<file path="src/rtl/instr_fetch_seq.sv">
// instr_fetch_seq: instruction fetch sequencer that owns the PC.
// Fetches words over a req/ack handshake and holds each one on a valid/ready
// interface toward control_32. When an instruction is accepted, the next PC
// is resolved from that instruction's branch/jump/zero/rs_data. The sequencer
// halts on an illegal opcode or on a reserved control encoding.
// Optional feature macro: FETCH_ALIGN_CHECK_EN. When it is defined, a
// misaligned next PC or a misaligned RESET_PC halts the sequencer and sets
// err_misalign.
//
// state    | meaning
// ---------+--------------------------------------------------------------
// ST_RST   | leaving reset, no request issued, any late imem_ack ignored
// ST_FETCH | imem_req high at pc, waiting for imem_ack
// ST_ISSUE | instr_valid high, waiting for instr_ready to resolve next pc
// ST_HALT  | stopped on error, all strobes low, only rst_n recovers

`timescale 1ns/1ps

module instr_fetch_seq #(
    parameter logic [31:0] RESET_PC = 32'h0000_0000,
    parameter int          ADDR_W   = 32
) (
    input  logic              clk,
    input  logic              rst_n,
    output logic              imem_req,
    output logic [ADDR_W-1:0] imem_addr,
    input  logic              imem_ack,
    input  logic [31:0]       imem_rdata,
    output logic              instr_valid,
    input  logic              instr_ready,
    output logic [31:0]       instr,
    output logic [5:0]        opcode,
    output logic [5:0]        funct,
    output logic [ADDR_W-1:0] pc,
    output logic [ADDR_W-1:0] pc_plus4,
    input  logic [1:0]        branch,
    input  logic [1:0]        jump,
    input  logic              zero,
    input  logic [ADDR_W-1:0] rs_data,
    input  logic              ctrl_err,
    output logic              halted,
    output logic              err_misalign
);

    typedef enum logic [1:0] {
        ST_RST   = 2'd0,
        ST_FETCH = 2'd1,
        ST_ISSUE = 2'd2,
        ST_HALT  = 2'd3
    } state_t;

    state_t            r_state;
    state_t            w_state_nxt;
    logic [ADDR_W-1:0] r_pc;
    logic [ADDR_W-1:0] w_pc_nxt;
    logic [31:0]       r_instr;
    logic [31:0]       w_instr_nxt;

    logic [ADDR_W-1:0] w_pc_plus4;
    logic [ADDR_W-1:0] w_jump_tgt;
    logic [ADDR_W-1:0] w_branch_tgt;
    logic [ADDR_W-1:0] w_target;
    logic              w_taken;
    logic              w_fatal;

`ifdef FETCH_ALIGN_CHECK_EN
    logic              r_err_misalign;
    logic              w_misalign_set;
`endif

    // Sequential-address and branch/jump target arithmetic, all modulo 2^ADDR_W
    assign w_pc_plus4   = r_pc + ADDR_W'(4);
    assign w_jump_tgt   = {w_pc_plus4[ADDR_W-1:ADDR_W-4], r_instr[25:0], 2'b00};
    assign w_branch_tgt = w_pc_plus4 + {{14{r_instr[15]}}, r_instr[15:0], 2'b00};

    // Reserved encodings are treated like an illegal opcode
    assign w_fatal = ctrl_err || (jump == 2'b11) || (branch == 2'b11);
    assign w_taken = ((branch == 2'b01) && zero) || ((branch == 2'b10) && !zero);

    // Next-PC priority: jump, then jr, then taken branch, then fall-through
    always_comb begin
        w_target = w_pc_plus4;
        if (jump == 2'b01) begin
            w_target = w_jump_tgt;
        end else if (jump == 2'b10) begin
            w_target = rs_data;
        end else if (w_taken) begin
            w_target = w_branch_tgt;
        end
    end

    // FSM state register
    always_ff @(posedge clk or negedge rst_n) begin
        if (!rst_n) begin
            r_state <= ST_RST;
        end else begin
            r_state <= w_state_nxt;
        end
    end

    // Next-state decode and the handshake strobes
    always_comb begin
        w_state_nxt = r_state;
        w_pc_nxt    = r_pc;
        w_instr_nxt = r_instr;
        imem_req    = 1'b0;
        instr_valid = 1'b0;
        halted      = 1'b0;
`ifdef FETCH_ALIGN_CHECK_EN
        w_misalign_set = 1'b0;
`endif
        case (r_state)
            ST_RST: begin
`ifdef FETCH_ALIGN_CHECK_EN
                if (RESET_PC[1:0] != 2'b00) begin
                    w_state_nxt    = ST_HALT;
                    w_misalign_set = 1'b1;
                end else begin
                    w_state_nxt = ST_FETCH;
                end
`else
                w_state_nxt = ST_FETCH;
`endif
            end
            ST_FETCH: begin
                imem_req = 1'b1;
                if (imem_ack) begin
                    w_instr_nxt = imem_rdata;
                    w_state_nxt = ST_ISSUE;
                end
            end
            ST_ISSUE: begin
                instr_valid = 1'b1;
                if (instr_ready) begin
                    if (w_fatal) begin
                        w_state_nxt = ST_HALT;
`ifdef FETCH_ALIGN_CHECK_EN
                    end else if (w_target[1:0] != 2'b00) begin
                        w_state_nxt    = ST_HALT;
                        w_misalign_set = 1'b1;
`endif
                    end else begin
                        w_pc_nxt    = w_target;
                        w_state_nxt = ST_FETCH;
                    end
                end
            end
            ST_HALT: begin
                halted = 1'b1;
            end
            default: begin
                w_state_nxt = ST_RST;
            end
        endcase
    end

    // PC and instruction registers
    always_ff @(posedge clk or negedge rst_n) begin
        if (!rst_n) begin
            r_pc    <= RESET_PC[ADDR_W-1:0];
            r_instr <= 32'h0000_0000;
        end else begin
            r_pc    <= w_pc_nxt;
            r_instr <= w_instr_nxt;
        end
    end

`ifdef FETCH_ALIGN_CHECK_EN
    // Sticky misalignment flag, cleared only by reset
    always_ff @(posedge clk or negedge rst_n) begin
        if (!rst_n) begin
            r_err_misalign <= 1'b0;
        end else if (w_misalign_set) begin
            r_err_misalign <= 1'b1;
        end
    end

    assign err_misalign = r_err_misalign;
`else
    assign err_misalign = 1'b0;
`endif

    assign imem_addr = r_pc;
    assign pc        = r_pc;
    assign pc_plus4  = w_pc_plus4;
    assign instr     = r_instr;
    assign opcode    = r_instr[31:26];
    assign funct     = r_instr[5:0];

endmodule
</file>
<file path="config.mk">
export PLATFORM = sky130hd
export DESIGN_NAME = instr_fetch_seq
export DESIGN_NICKNAME = d
export VERILOG_FILES = /design/src/rtl/instr_fetch_seq.sv
export SDC_FILE = /design/constraint.sdc
export NUM_CORES = 1
export LEC_CHECK = 0
export ABC_CLOCK_PERIOD_IN_PS = 5810
export BUFFER_PORTS_ARGS = -buffer_cell sky130_fd_sc_hd__buf_2
export CAP_MARGIN = 20
export CORE_UTILIZATION = 40
export DETAILED_ROUTE_END_ITERATION = 7
export GPL_TIMING_DRIVEN = 0
export HOLD_SLACK_MARGIN = 0.03
export PLACE_DENSITY = 0.69
export REMOVE_ABC_BUFFERS = 1
export SLEW_MARGIN = 20
export SYNTH_ARGS = -nofsm -noshare
export SYNTH_HDL_FRONTEND = slang
export SYNTH_SLANG_ARGS = --single-unit
</file>
<file path="constraint.sdc">
create_clock -name clk -period 5.81 [get_ports clk]
set_input_delay 1.743 -clock clk [delete_from_list [all_inputs] [get_ports clk]]
set_output_delay 1.743 -clock clk [all_outputs]
set_load 0.05 [all_outputs]
</file>
### Yosys cells after proc, flatten, opt, wreduce, memory -nomap -nowiden

Cells that the tools add are included.

| storage, ports and cells | value |
|---|---|
| register bits | 66 |
| input port bits | 74 |
| output and inout bits | 144 |
| logic and storage cells | 38 |

| cells by class | value |
|---|---|
| add/sub/neg operators | 2 |
| equal/unequal tests | 11 |
| mux-type cells | 10 |
| bitwise operators | 1 |
| reduce and logical (&&, ||, !) cells | 11 |

Operator list:

| cell | count |
|---|---|
| two-way mux 32 bit | 3 |
| adder 32 x 3 -> 32 bit (second input constant) | 1 |
| adder 32 bit | 1 |
| equality test 2 bit (second input constant) | 6 |
| equality test 2 x 1 -> 1 bit (second input constant) | 3 |
| two-way mux 2 bit | 3 |
| one-hot mux 2 bit (3 select lines) | 1 |
| AND reduction 3 bit | 2 |
| != test 2 bit (second input constant) | 2 |
| logical OR 1 bit | 3 |
| two-way mux 1 bit | 3 |
| nonzero test 3 bit | 1 |
| logical AND 1 bit | 2 |
| zero test 2 bit | 1 |
| AND reduction 2 bit | 1 |
| zero test 1 bit | 1 |
| inverter 1 bit | 1 |

### Longest topological paths before layout

Gate-level depths: netlist of run 1.

| depth | value |
|---|---|
| depth in word-level cells | 6 |
| depth in mapped cells | 15 |
| mapped depth without buffers | 14 |

### Worst setup path after synthesis of run 1

Ideal clock, no wire load.

| timing path | value |
|---|---|
| path type | reg-to-reg |
| from | reg r_pc[9] (netlist: imem_addr[9]) |
| to | reg r_pc[27] (netlist: imem_addr[27]) |
| library setup time | 0.119 ns |
| data arrival time | 4.752 ns |
| data required time | 5.691 ns |
| slack | 0.939 ns |
| stages on the path, launching flop included | 16 |
| buffers on the path | 1 |
| period minus slack after synthesis | 4.871 ns |
| path through | dfrtp_1 > nand4_2 > or2_2 > nor4_1 > nand2_1 > xnor2_1 > ha_1 > clkbuf_1 > a21oi_1 > o21ai_0 > o21bai_1 > a221oi_1 > a21oi_1 > or3_1 > a31oi_1 > nor2_1 |

| between the ends | value |
|---|---|
| word-level cells in the longest chain between the ends | 5 |

Ends and longest elaborated chain:

| element | line | RTL |
|---|---|---|
| start: declaration | 54 | `logic [ADDR_W-1:0] r_pc;` |
| start signal: assignment | 160 | `r_pc <= RESET_PC[ADDR_W-1:0];` |
| start signal: assignment | 163 | `r_pc <= w_pc_nxt;` |
| adder 32 x 3 -> 32 bit | 72 | `assign w_pc_plus4 = r_pc + ADDR_W'(4);` |
| named net pc_plus4[20] | 35 | `output logic [ADDR_W-1:0] pc_plus4,` |
| adder 32 bit | 74 | `assign w_branch_tgt = w_pc_plus4 + {{14{r_instr[15]}}, r_instr[15:0], 2'b00};` |
| two-way mux 32 bit | 87 | `end else if (w_taken) begin` |
| two-way mux 32 bit | 85 | `end else if (jump == 2'b10) begin` |
| two-way mux 32 bit | 83 | `if (jump == 2'b01) begin` |

The timed path passes the listed nets, and every way through them passes these cells.
A chain may end at the register's enable or synchronous reset.

### Worst setup path in the final report of run 1

| timing path | value |
|---|---|
| from | reg r_pc[17] (netlist: imem_addr[17]) |
| to | out pc_plus4[27] |

| between the ends | value |
|---|---|
| word-level cells in the longest chain between the ends | 1 |

Ends and longest elaborated chain:

| element | line |
|---|---|
| adder 32 x 3 -> 32 bit | 72 |
| end: declaration | 35 |

Every way passes these cells.

==> results of run 1 <==
==> cells by family after synthesis <==
kind of cell             synth area share
AND/OR/NAND/NOR                    0.1662
AO/OA/AOI/OAI                      0.2246
buffers and inverters             0.09480
flip-flops                         0.2781
XOR/XNOR                          0.07057
adder cells (fa/ha/maj)           0.09606
multiplexers                      0.06910
other                           0.0006314
==> stage by stage <==
stage | instance area (um^2) | hold slack (ps) | std cells | setup slack [ps]
final | 7217 | 519.6 | 1051 | 757.9
after global routing | 7217 | 550.6 | 1051 | 651.8
after CTS | 7211 | 525.8 | 1051 | 509.3
after detailed placement | 6890 | 513.1 | 1035 | 830.4
after global placement | 6763 | 501.2 | 1031 | 509.8
after floorplan | 5451 | 599.5 | 631 | 683.2
==> per-layer routing <==
layer,global-route usage,vias to the layer above,share of wire
met5,0,-,0
met4,0.1069,0,0.023
met3,0.04075,32,0.072
met2,0.3986,259,0.46
met1,0.3496,2824,0.45
li1,-,2866,-
==> cell type report <==
class,count,share of cell area
Clock inverter,5,0.01075
Tap cell,184,0.03190
Inverter,20,0.01040
Sequential cell,66,0.2288
Timing Repair Buffer,220,0.1644
Multi-Input combinational cell,545,0.5201
Clock buffer,11,0.03363
==> final timing paths <==
| check | from | to | slack, ps | cells after the start |
|---|---|---|---|---|
| setup / recovery | imem_addr[17] | pc_plus4[27] | 760 | 6 |
| hold / removal | instr[28] | instr[28] | 520 | 1 |
| setup reg to reg | imem_addr[3] | imem_addr[25] | 1140 | 14 |
| hold reg to reg | instr[28] | instr[28] | 520 | 1 |
| max in group asynchronous | rst_n | instr[16] | 3930 | 2 |
| min in group asynchronous | rst_n | imem_addr[30] | 1310 | 1 |
==> worst max-delay path, stage by stage, from the launching register on <==
cell	delay, ps
dfrtp_1	470
nand3_1	240
or4_4	630
nor3_1	780
and3_1	270
xor2_1	250
buf_2	310
==> state kept, by name, summed over array words and instances, names as in the netlist <==
signal     cells
imem_addr     32
instr         32
r_state        2
==> cell usage after synthesis (5+ instances only) <==
cell type | instances | area share
a211o_1 | 5 | 0.0074
a211oi_1 | 9 | 0.011
a21o_1 | 18 | 0.023
a21oi_1 | 53 | 0.045
a222oi_1 | 5 | 0.0084
a31oi_1 | 11 | 0.012
and3_1 | 6 | 0.0063
buf_4 | 47 | 0.059
clkbuf_1 | 22 | 0.014
dfrtp_1 | 66 | 0.28
ha_1 | 44 | 0.093
inv_1 | 19 | 0.012
mux2_2 | 32 | 0.061
mux2i_1 | 5 | 0.0084
nand2_1 | 66 | 0.042
nand3_1 | 23 | 0.019
nand4_1 | 12 | 0.013
nor2_1 | 65 | 0.041
nor3_1 | 16 | 0.013
o211ai_1 | 10 | 0.013
o21ai_0 | 42 | 0.035
o221ai_1 | 5 | 0.0074
o22ai_1 | 7 | 0.0074
xnor2_1 | 29 | 0.043
xor2_1 | 17 | 0.025
==> run_results.csv, run 1 <==
group,metric,value,unit
synthesis,syn_inst,706,
final_layout,final_core_util,0.4966,
timing,finalSetupViolCount,0,
grt,antenna_found_initial,0,
timing,fin_crit_sh,0.8696,
detailed_routing,wl,19150,um
synthesis,ys_seq_area_frac,0.2781,
clocking,cts_setup_buffers,0,
timing,maxSlewHeadroom,0.3261,
die,floorplan.die_area,15340,um^2
detailed_routing,wl_per_cell,18.22,um
placed_design,port_buffers,216,
final_layout,diodes,0,
detailed_routing,first_pass_iters,6,
timing,tightest_slew,1011,ps
clocking,clk_latency,350,ps
detailed_routing,drc,0,
clocking,clock_sinks,66,
synthesis,syn_area_per_cell,8.413,um^2
detailed_routing,avgViaCountPerCell,5.691,
clocking,hold_buffers,0,
die,fp.dieW,123.9,um
detailed_routing,dr_total_vias,5981,
timing,maxSlewViolCount,0,
placed_design,finalWeightedCongestion,0.9013,
clocking,cts_resized,0,
final_layout,seq_area,1652,um^2
timing,fmax,197.9,MHz
grt,grt_max_degree,39,
detailed_routing,ant_nets,0,
timing,rsz0062_at_grt,"false",
synthesis,synth_flop_cell,"dfrtp_1",
worst_hold_path,hold_path_class,"reg2reg",
clocking,cts_buffers,9,
timing,period_minus_slack,5052,ps
clocking,cts_root_buf,"clkbuf_16",
timing,final.setup.tns,0,ps
synthesis,synth_area,5939,um^2
synthesis,synth_edf_count,0,
critical_path,worst-path-max-fanout,6,
final_layout,final_common_cell,"buf_2",
synthesis,synth_cell_types,69,
clocking,tritoncts,"done",
final_layout,nFillCells,1444,
clocking,h-tree-depth,3,
grt,track_usage,0.2556,
die,io_pins,218,
die,rows,44,
final_layout,drive_gt1_frac,0.3356,
job,cap_violations,0,
grt,grt.overflow.total,0,
final_layout,area.growth.synth_to_final,21.51,%
clocking,clock_path_buffers,2,
critical_path,cp.required,4070,ps
critical_path,start_kind,"flop",
synthesis,async_flop_share,1.000,
clocking,clkTransAtPathRegs,60,ps
synthesis,synth_warnings,0,
grt,grt_pass1_vias,5455,
grt,grt_pass1_wl,29430,um
synthesis,ys_ff_latch,66,
detailed_routing,initialDrtViolationCount,431,
die,initial_core_util,0.4087,
critical_path,cp-end-kind,"output port",
critical_path,crit_arrival,3310,ps
final_layout,layout.nets,981,
timing,final.setup_skew,13.52,ps
status,status,"finished, final reports clean",
critical_path,crit_type,"reg2out",
timing,finalHoldViolCount,0,
placed_design,post-dp-hpwl,14460,um
die,core-area,14530,um^2
die,die_y,123.9,um
final_layout,layout_common_cells,"buf_2, dfrtp_1, nor2_1, nand2_1, a21oi_1",
final_layout,multi_input_area,3754,um^2
Power of run 1 is left out: the tool's default activity adds up to more than one toggle a clock period on the data nets, which glitch-free logic cannot reach.
==> run 2, diff against run 1 <==
--- a/config.mk
+++ b/config.mk
@@ -12,7 +12,7 @@
 export DETAILED_ROUTE_END_ITERATION = 7
 export GPL_TIMING_DRIVEN = 0
 export HOLD_SLACK_MARGIN = 0.03
-export PLACE_DENSITY = 0.69
+export PLACE_DENSITY = 0.67
 export REMOVE_ABC_BUFFERS = 1
 export SLEW_MARGIN = 20
 export SYNTH_ARGS = -nofsm -noshare
==> run 2 against run 1 <==
Sequential share of layout area is 0.12 points lower. Final cell count hardly changed. Clock-buffer cell count is 2 lower. Global-route usage is 0.093 points lower. Critical path depth stayed put. Register-to-register slack worse by 310 ps. First-iteration DRC count is 13% lower. Maximum frequency is 5.1% lower.
==> run_results.csv, run 2 (synthesis gave the netlist of run 1 again) <==
group,metric,value,unit
critical_path,reg2reg_depth,14,
clocking,clk_latency,350,ps
clocking,clock_path_buffers,2,
timing,maxSlewViolCount,0,
grt,track_usage,0.2547,
die,fp.dieW,123.9,um
final_layout,layout.nets,981,
detailed_routing,ant_nets,0,
critical_path,worst-path-max-fanout,8,
timing,fin_crit_sh,0.9164,
status,status,"finished, final reports clean",
die,core-area,14530,um^2
worst_hold_path,hold_depth,1,
final_layout,area.growth.synth_to_final,22.14,%
critical_path,start_kind,"flop",
worst_hold_path,hold_path_class,"reg2reg",
die,io_pins,218,
grt,grt.overflow.total,0,
die,initial_core_util,0.4087,
final_layout,seq_area,1652,um^2
detailed_routing,drc,0,
grt,grt_max_degree,54,
critical_path,cp_common_cell,"nand3_1",
timing,tightest_slew,1067,ps
critical_path,crit_arrival,3580,ps
timing,fmax,187.8,MHz
detailed_routing,avgViaCountPerCell,5.678,
placed_design,finalWeightedCongestion,0.9456,
clocking,cts_setup_buffers,0,
detailed_routing,initialDrtViolationCount,375,
timing,final.setup.tns,0,ps
critical_path,cp-end-kind,"output port",
placed_design,post-dp-hpwl,14560,um
final_layout,nFillCells,1490,
grt,grt_pass1_vias,5408,
critical_path,reg2reg_slack,830,ps
timing,maxSlewHeadroom,0.2858,
die,die_y,123.9,um
grt,antenna_found_initial,2,
final_layout,layout_common_cells,"buf_2, dfrtp_1, nor2_1, nand2_1, a21oi_1",
placed_design,port_buffers,216,
die,floorplan.die_area,15340,um^2
final_layout,drive_gt1_frac,0.3356,
clocking,tritoncts,"done",
detailed_routing,wl,19310,um
clocking,hold_buffers,0,
critical_path,crit_type,"reg2out",
clocking,h-tree-depth,3,
final_layout,final_common_cell,"buf_2",
clocking,clock_sinks,66,
job,cap_violations,0,
critical_path,cpPeakStageDelay,890,ps
detailed_routing,dr_total_vias,5973,
grt,grt_pass1_wl,29160,um
timing,finalSetupViolCount,0,
die,rows,44,
detailed_routing,wl_per_cell,18.36,um
timing,rsz0062_at_grt,"false",
timing,final.setup_skew,8.190,ps
clocking,cts_root_buf,"clkbuf_16",
clocking,cts_resized,0,
worst_hold_path,hold_path_end,"instr[31]",
timing,period_minus_slack,5324,ps
critical_path,crit_path_top_delay_cell,"nor4_1",
detailed_routing,first_pass_iters,5,
critical_path,reg2reg_from,"imem_addr[2]",
clocking,cts_buffers,9,
critical_path,r2r_end,"imem_addr[27]",
critical_path,cp.required,4070,ps
timing,finalHoldViolCount,0,
final_layout,multi_input_area,3747,um^2
worst_hold_path,hold_start,"instr[31]",
clocking,clkTransAtPathRegs,60,ps
critical_path,worstPathCellList,"ha_1, nand3_1, nor4_1, nand3_1, xnor2_1, buf_2",
## run 2: critical path: cells and delay by family (launching register included)
family        cells  cell delay, ps
xor+xnor          1             510
fa+ha+maj         1             330
buf+inv           1             360
flops             1             530
simple gates      3            1490
## run 2: cell type report
cell class	instances	area share
multi-input combinational	545	0.5166
sequential	66	0.2277
timing repair buffer	220	0.1628
tap	184	0.03174
clock buffer	9	0.03105
clock inverter	7	0.01949
inverter	20	0.01035
antenna	1	0.0003449
## run 2: metal layers
layer	global-route usage	part of all wire	up-vias
li1	-	-	2856
met1	0.3393	0.43	2860
met2	0.4198	0.48	236
met3	0.04167	0.075	21
met4	0.07982	0.016	0
met5	0	0	-
## run 2: metrics by stage
| stage | utilization | instances | hold slack [ps] | setup WS, ps | cell area, um^2 |
|---|---|---|---|---|---|
| floorplan | - | 631 | 599.5 | 683.2 | 5451 |
| global route | 0.4990 | 1051 | 547.7 | 335.6 | 7252 |
| detailed placement | 0.4737 | 1035 | 509.4 | 905.5 | 6885 |
| global placement | 0.4653 | 1031 | 502.4 | 474.6 | 6763 |
| finish | 0.4991 | 1052 | 518.8 | 485.8 | 7254 |
| CTS | 0.4990 | 1051 | 522.8 | 519.3 | 7252 |
## run 2: worst max path at each step
stage / endpoint / start / slack [ps] / cells past startpoint
finish: pc_plus4[24] / imem_addr[2] / 490 / 6
global route: pc_plus4[24] / imem_addr[2] / 340 / 6
CTS: pc_plus4[24] / imem_addr[3] / 520 / 6
detailed placement: pc_plus4[24] / imem_addr[3] / 910 / 6
global placement: imem_addr[24] / branch[1] / 470 / 7
floorplan: imem_addr[27] / imem_addr[9] / 680 / 14
Power of run 2 is left out for the same reason.
